File: src/rtl/alarm_snooze_fsm.sv
// Alarm time store, match detection, ringing timeout and snooze re-arm for the 12-hour clock.
// Build option: define SNOOZE_LIMIT_EN to cap snoozes per alarm event at MAX_SNOOZES.
module alarm_snooze_fsm #(
  parameter int SNOOZE_MINUTES   = 9,
  parameter int RING_TIMEOUT_SEC = 60,
  parameter int MAX_SNOOZES      = 3
) (
  input  logic       clk_pi,
  input  logic       rst_pi,
  input  logic       clk_en_pi,
  input  logic [5:0] seconds_pi,
  input  logic [5:0] minutes_pi,
  input  logic [3:0] hours_pi,
  input  logic       alarm_enable_pi,
  input  logic       set_mode_pi,
  input  logic       increment_minute_pi,
  input  logic       increment_hour_pi,
  input  logic       snooze_pi,
  input  logic       stop_pi,
  output logic [5:0] alarm_minutes_po,
  output logic [3:0] alarm_hours_po,
  output logic       ringing_po,
  output logic       snoozed_po,
  output logic [1:0] snooze_count_po
);

`ifdef SNOOZE_LIMIT_EN
  localparam bit LIMIT_EN = 1'b1;
`else
  localparam bit LIMIT_EN = 1'b0;
`endif

  typedef enum logic [1:0] {S_OFF, S_ARMED, S_RINGING, S_SNOOZE} state_t;

  state_t     state_q, state_d;
  logic [5:0] alarm_min_q, alarm_min_d;
  logic [3:0] alarm_hr_q, alarm_hr_d;
  logic [5:0] tgt_min_q, tgt_min_d;
  logic [3:0] tgt_hr_q, tgt_hr_d;
  logic [7:0] timer_q, timer_d;
  logic [1:0] cnt_q, cnt_d;
  logic       match_q;
  logic       ringing_q, snoozed_q;

  logic       alarm_match, snooze_match, alarm_rise, snooze_rise;
  logic [6:0] snz_sum;
  logic [8:0] timer_inc;
  logic       timeout, snooze_ok;

  function automatic logic [5:0] inc_min(input logic [5:0] m);
    return (m >= 6'd59) ? 6'd0 : m + 6'd1;
  endfunction

  function automatic logic [3:0] inc_hr(input logic [3:0] h);
    return (h >= 4'd12) ? 4'd1 : h + 4'd1;
  endfunction

  function automatic logic [1:0] sat_inc(input logic [1:0] c);
    return (c == 2'd3) ? c : c + 2'd1;
  endfunction

  assign alarm_match  = (hours_pi == alarm_hr_q) && (minutes_pi == alarm_min_q) && (seconds_pi == 6'd0);
  assign snooze_match = (hours_pi == tgt_hr_q) && (minutes_pi == tgt_min_q) && (seconds_pi == 6'd0);
  // Triggers are edge-qualified so a match held for a whole second fires once.
  assign alarm_rise   = alarm_match && !match_q;
  assign snooze_rise  = snooze_match && !match_q;

  assign snz_sum   = {1'b0, minutes_pi} + 7'(SNOOZE_MINUTES);
  assign timer_inc = {1'b0, timer_q} + 9'd1;
  assign timeout   = clk_en_pi && (timer_inc >= 9'(RING_TIMEOUT_SEC));
  assign snooze_ok = !LIMIT_EN || ({30'd0, cnt_q} < MAX_SNOOZES);

  always_comb begin
    state_d     = state_q;
    alarm_min_d = alarm_min_q;
    alarm_hr_d  = alarm_hr_q;
    tgt_min_d   = tgt_min_q;
    tgt_hr_d    = tgt_hr_q;
    timer_d     = timer_q;
    cnt_d       = cnt_q;

    if (set_mode_pi) begin
      if (increment_minute_pi) alarm_min_d = inc_min(alarm_min_q);
      if (increment_hour_pi)   alarm_hr_d  = inc_hr(alarm_hr_q);
    end

    if (!alarm_enable_pi) begin
      state_d = S_OFF;
      cnt_d   = 2'd0;
      timer_d = 8'd0;
    end else begin
      case (state_q)
        S_OFF: state_d = S_ARMED;
        S_ARMED: begin
          if (alarm_rise) begin
            state_d = S_RINGING;
            timer_d = 8'd0;
            cnt_d   = 2'd0;
          end
        end
        S_RINGING: begin
          if (stop_pi) begin
            state_d = S_ARMED;
            timer_d = 8'd0;
          end else if (snooze_pi && snooze_ok) begin
            state_d = S_SNOOZE;
            timer_d = 8'd0;
            cnt_d   = sat_inc(cnt_q);
            if (snz_sum >= 7'd60) begin
              tgt_min_d = 6'(snz_sum - 7'd60);
              tgt_hr_d  = inc_hr(hours_pi);
            end else begin
              tgt_min_d = snz_sum[5:0];
              tgt_hr_d  = hours_pi;
            end
          end else if (timeout) begin
            state_d = S_ARMED;
            timer_d = 8'd0;
          end else if (clk_en_pi) begin
            timer_d = timer_inc[7:0];
          end
        end
        S_SNOOZE: begin
          if (stop_pi) begin
            state_d = S_ARMED;
          end else if (snooze_rise) begin
            state_d = S_RINGING;
            timer_d = 8'd0;
          end
        end
        default: state_d = S_OFF;
      endcase
    end
  end

  always_ff @(posedge clk_pi or posedge rst_pi) begin
    if (rst_pi) begin
      state_q     <= S_OFF;
      alarm_min_q <= 6'd0;
      alarm_hr_q  <= 4'd12;
      tgt_min_q   <= 6'd0;
      tgt_hr_q    <= 4'd12;
      timer_q     <= 8'd0;
      cnt_q       <= 2'd0;
      match_q     <= 1'b0;
      ringing_q   <= 1'b0;
      snoozed_q   <= 1'b0;
    end else begin
      state_q     <= state_d;
      alarm_min_q <= alarm_min_d;
      alarm_hr_q  <= alarm_hr_d;
      tgt_min_q   <= tgt_min_d;
      tgt_hr_q    <= tgt_hr_d;
      timer_q     <= timer_d;
      cnt_q       <= cnt_d;
      match_q     <= alarm_match || snooze_match;
      ringing_q   <= (state_d == S_RINGING);
      snoozed_q   <= (state_d == S_SNOOZE);
    end
  end

  assign alarm_minutes_po = alarm_min_q;
  assign alarm_hours_po   = alarm_hr_q;
  assign ringing_po       = ringing_q;
  assign snoozed_po       = snoozed_q;
  assign snooze_count_po  = cnt_q;

endmodule

File: config.mk
export PLATFORM = sky130hd
export DESIGN_NAME = alarm_snooze_fsm
export DESIGN_NICKNAME = d
export VERILOG_FILES = /design/src/rtl/alarm_snooze_fsm.sv
export SDC_FILE = /design/constraint.sdc
export NUM_CORES = 1
export LEC_CHECK = 0
export ABC_AREA = 1
export BUFFER_PORTS_ARGS = -buffer_cell sky130_fd_sc_hd__buf_2
export CORE_AREA = 2 2 79 74
export DETAILED_ROUTE_END_ITERATION = 10
export DIE_AREA = 0 0 81 76
export PLACE_DENSITY_LB_ADDON = 0.05
export SLEW_MARGIN = 20
export SYNTH_ARGS = -nofsm -noshare
export SYNTH_HDL_FRONTEND = slang
export SYNTH_SLANG_ARGS = --single-unit
File: constraint.sdc
create_clock -name clk_pi -period 2.1 [get_ports clk_pi]
set_input_delay 0.21 -clock clk_pi [delete_from_list [all_inputs] [get_ports clk_pi]]
set_output_delay 0.21 -clock clk_pi [all_outputs]
set_load 0.02 [all_outputs]
# == Word level (Yosys, flattened, before mapping) ==
# Cells that the tools add are included.
# Widths: inputs -> output; s select.
# totals
regBits,35
out_inout_bits,14
wordCells,86
# op_classes
addsub,7
n_lt_le_gt_ge,5
n_eq_ne,19
n_mux,28
n_bitwise,1
n_reduce_logical,16
# op_table
op,n
$mux 8,8
$mux 2,12
$pmux 8 s3,1
$ne 3x3->1 const B,6
$eq 6x6->1,2
$mux 4,3
$mux 6,2
$eq 2x2->1 const B,5
$reduce_and 5->1,2
$add 8x1->9 const B,1
$ge 9x6->1 const B,1
$add 4x1->4 const B,2
$eq 4x4->1,2
$ge 4x4->1 const B,2
$pmux 2 s4,1
$add 6x4->7 const B,1
$ge 7x6->1 const B,1
$logic_and 1x1->1,7
$add 6x1->6 const B,1
$ge 6x6->1 const B,1
$logic_not 6->1,1
$ne 6x6->1 const B,1
$sub 6x6->6 const B,1
$ne 4x1->1 const B,1
other kinds (10),11

# == Depth between registers and ports, before layout ==
# depth
word_depth,9
ltp_mapped,14

# == Worst setup path before layout ==
# No wires, ideal clock.
# synth_path
kind,register to register
from,reg alarm_hr_q[3] (netlist: alarm_hours_po[3])
to,reg timer_q[0]
setup_ns,0.117
arrival_time_ns,1.582
slack_ns,0.402
stages_incl_launch_ff,12
period_less_slack_ns,1.698
path_cell_list,dfstp_2 inv_1 nand2_1 nand4_1 nor3_1 nand3_1 nand3_1 o21ai_1 inv_2 nand2_4 nand2_1 nand2_1
# synth_via
elab_chain_len,6
# synth_rtl
item,line,source
start: declaration,37,"logic [3:0] alarm_hr_q, alarm_hr_d;"
start signal: assignment,151,alarm_hr_q <= alarm_hr_d;
$eq 4x4->1,62,assign alarm_match = (hours_pi == alarm_hr_q) && (minutes_pi == alarm_min_q) && (seconds_pi == 6'd0);
$logic_and 1x1->1 (2 in a row),62,
$logic_and 1x1->1,65,assign alarm_rise = alarm_match && !match_q;
$ne 3x3->1 (no line),-,
$reduce_and 5->1 (no line),-,
end signal: assignment,154,timer_q <= timer_d;
end: declaration,40,"logic [7:0] timer_q, timer_d;"
# No other way between the ends.
# A chain may end at the register's enable or synchronous reset.

# == Worst setup path after layout ==
# layout_path
from,reg alarm_hr_q[3] (netlist: alarm_hours_po[3])
to,reg timer_q[5]
# Same word-level chain as after synthesis.

==> out/results.txt <==
The run finished with clean final reports. In the post-synthesis netlist, the cell with the most instances is sky130_fd_sc_hd__nand2_1. For this run, the leading register cell type out of synthesis is sky130_fd_sc_hd__dfrtp_1. The post-route netlist has 19.8% of its cells at a drive strength greater than 1. Across the VDD grid, the largest voltage drop is 0.628 mV.

The count of mapped cells out of synthesis is 330, and the total placed instance area is 2770 µm². For this run, the top clock speed supported by timing is 0.535 GHz. Routability-driven placement finished with a final weighted congestion of 0.793. The clock tree synthesis step divided the H-tree into 2 levels. Counting distinct cell types in the post-synthesis netlist gives 40. Clock skew on the completed layout was measured at 0.00407 ns. After synthesis, the largest area contributor takes up 31.3% of total cell area.

The tools report the number of cells upsized or downsized after cts as 0. STA classifies the critical path startpoint as a flop. For the via count, the log shows 2176. The power per unit of standard cell area came out at 755 nW/µm². Sorting the synthesized cells by area gives the leading types as sky130_fd_sc_hd__dfrtp_1, sky130_fd_sc_hd__nand2_1, sky130_fd_sc_hd__nand3_1. The tightest min-delay check is of the input port to async pin type. The length in cells of the worst reg-to-reg path came out at 11. The first global-routing pass estimated 9400 µm of wire. The overall global routing resource usage was 19.3%; the mean cell area of the mapped netlist was 7.52 µm². The floorplan step defined a die boundary enclosing 6160 µm².

Setup repair after global routing left no endpoint under its margin. The number of DRC violations after detailed routing is 0, and the worst path arrival time is 2.06 ns. The number of warnings printed during yosys synthesis is 0. The summed instance area of the synthesized netlist was 2480 µm²; the number of setup buffers added after CTS was 0. The die extent in y was 76 µm. The cell row count is 26. The aggregate global routing overflow was 0; the count of input and output buffers was 38. The run gives 2.29 ns as the data required time at the worst endpoint. The final hold violation count was 0. The number of clock buffers added by TritonCTS is 5. Of all flip-flops after synthesis, the portion carrying an async set or reset was 100%. During I/O placement, the number of pins put on the boundary was 39.

The first-pass iteration count of the detailed router was 4. Sorting the synthesized cells by how often they occur yields sky130_fd_sc_hd__nand2_1, sky130_fd_sc_hd__inv_1, sky130_fd_sc_hd__dfrtp_1, sky130_fd_sc_hd__nand3_1, sky130_fd_sc_hd__nor2_1. The total area inside the core boundary comes to 5400 µm².

Ratio of routed vias to standard cells: 4.86. The actual transition at the worst max-transition pin came out at 0.462 ns. The clock-pin slew on the worst setup and hold paths was 0.07 ns. The headroom to the max-slew limit is 68.9%, and the clock period minus worst slack is 1.87 ns. The wire-length estimate of the detail-placed layout is 4140 µm. The number of setup violations in the final report came out at 0. The floorplan step set the die width to 81 µm. The critical path class is flop to flop. The number of antenna violations at the first check in global routing was 0. Counting flops with a built-in enable in the synthesized netlist gives 0. The clock passes through at most 2 buffers.

The tools report the layout filler cell count as 555. The run gives 0 as the number of pins exceeding their max-slew limit in the final report. Cell type with the largest total area after synthesis: sky130_fd_sc_hd__dfrtp_1. The synthesized design contains 35 register bits.

The antenna violation net count after detailed routing is 0. The worst-skew pair later-pin latency is 0.29 ns, and the final hold slack is 0.0115 ns. Buffers inserted to repair hold after CTS numbered 0. The routed wirelength normalized by instance count was 11.9 µm. For this design, the sink count on the clock tree is 35. After the first detailed-routing iteration, the DRC count stood at 43. Largest net degree at the start of global routing: 36.

The maximum net fanout on the critical path is 7. The most critical setup path has its startpoint at alarm_hours_po[3]. STA classifies the critical path endpoint as a flop. The tools report the total number of nets in the final design as 414. CTS placed an instance of sky130_fd_sc_hd__clkbuf_8 at the clock tree root. The initial utilization of the core area, before any placement, comes to 45.9%. The tools report the startpoint of the worst register-to-register path as alarm_hours_po[3]. The sequential element share of the synthesized area was 35.5%; the leakage power figure was 1.52 nW. The net count of the mapped netlist came out at 367. Max-cap violations in this run came to 0. The routed design has 5310 µm of wire. The final non-filler cell area was 2890 µm²; the total negative slack was 0 ns. Dividing the final minimum period by the clock period gives 89.1%.

TritonCTS built the clock tree. The number of antenna repair diodes is 0, and the area added between synthesis and finish is 16.4%. The via count of the first global-routing pass is 2101.
-- final timing paths --
kind	to	slack, ns
min reg2reg	tgt_hr_q[2]	0.49
min	timer_q[5]	0.01
min in group clk_pi	tgt_min_q[0]	0.18
max	timer_q[5]	0.23
max in group asynchronous	tgt_hr_q[3]	1.74
max reg2reg	timer_q[5]	0.23
-- area by class of cell --
class	instances	area, µm²	share of cell area, %
Sequential cell	35	881	30.5
Clock inverter	2	35.0	1.21
Timing Repair Buffer	44	235	8.14
Inverter	44	165	5.72
Tap cell	70	87.6	3.03
Clock buffer	6	82.6	2.86
Multi-Input combinational cell	247	1400	48.5
-- cell usage in the layout, fill, tap and decap left out, drive strengths merged, types with 3 or more instances in the layout --
cell    count
a21oi       9
buf        44
clkbuf      6
dfrtp      31
dfstp       4
ha         12
inv        43
nand2      98
nand3      33
nand4       9
nor2       25
nor3        6
nor4        3
o21ai      15
xnor2       5
xor2       18
-- logic make-up (layout without fill, tap and decap cells) --
kind of cell	after synthesis	count (layout)	share of synthesized area, %
buf+inv	48	96	8.17
fa+ha+maj	12	12	6.05
flops	35	35	35.5
simple gates	179	179	32.9
compound gates	33	33	8.37
xor+xnor	23	23	9.03
-- report_power, final --
group,switching (W),internal (W),leakage (nW)
combinational,0.000402,0.000239,1.00
clock,0.000258,0.000384,0.0612
sequential,0.000124,0.000774,0.458
-- sequential cells by signal, summed over array words and instances, names as in the netlist --
register / flops
snooze_count_po: 2
match_q: 1
alarm_hours_po: 4
timer_q: 8
snoozed_po: 1
ringing_po: 1
tgt_hr_q: 4
alarm_minutes_po: 6
tgt_min_q: 6
state_q: 2
-- layer usage --
layer / share of wire, % / global-route usage (%) / vias up
met1: 53 / 28.5 / 972
met2: 42 / 28.1 / 38
met5: 0 / 0 / -
met3: 3.5 / 3.55 / 5
met4: 1.3 / 7.12 / 0
li1: - / - / 1161
-- critical path: stages (launching register included) --
cell and delay (ns):
sky130_fd_sc_hd__dfstp_2 0.58, sky130_fd_sc_hd__inv_1 0.07, sky130_fd_sc_hd__nand2_1 0.05, sky130_fd_sc_hd__nand4_1 0.10
sky130_fd_sc_hd__nor3_2 0.18, sky130_fd_sc_hd__nand3_1 0.18, sky130_fd_sc_hd__nand3_1 0.14, sky130_fd_sc_hd__o21ai_1 0.09
sky130_fd_sc_hd__inv_2 0.14, sky130_fd_sc_hd__nand2_4 0.10, sky130_fd_sc_hd__nand2_1 0.08, sky130_fd_sc_hd__nand2_1 0.05
-- metrics by stage --
step	utilization (%)	power (W)	setup WS (ns)	instances
5_1_grt	53.5	0.00234	0.0158	448
2_1_floorplan	-	0.00134	0.402	330
3_5_place_dp	51.2	0.00155	0.139	440
6_report	53.5	0.00218	0.229	448
4_1_cts	53.4	0.00220	0.133	448
3_3_place_gp	51.2	0.00155	0.189	440
No activity file was read; power rests on OpenSTA's default activity.
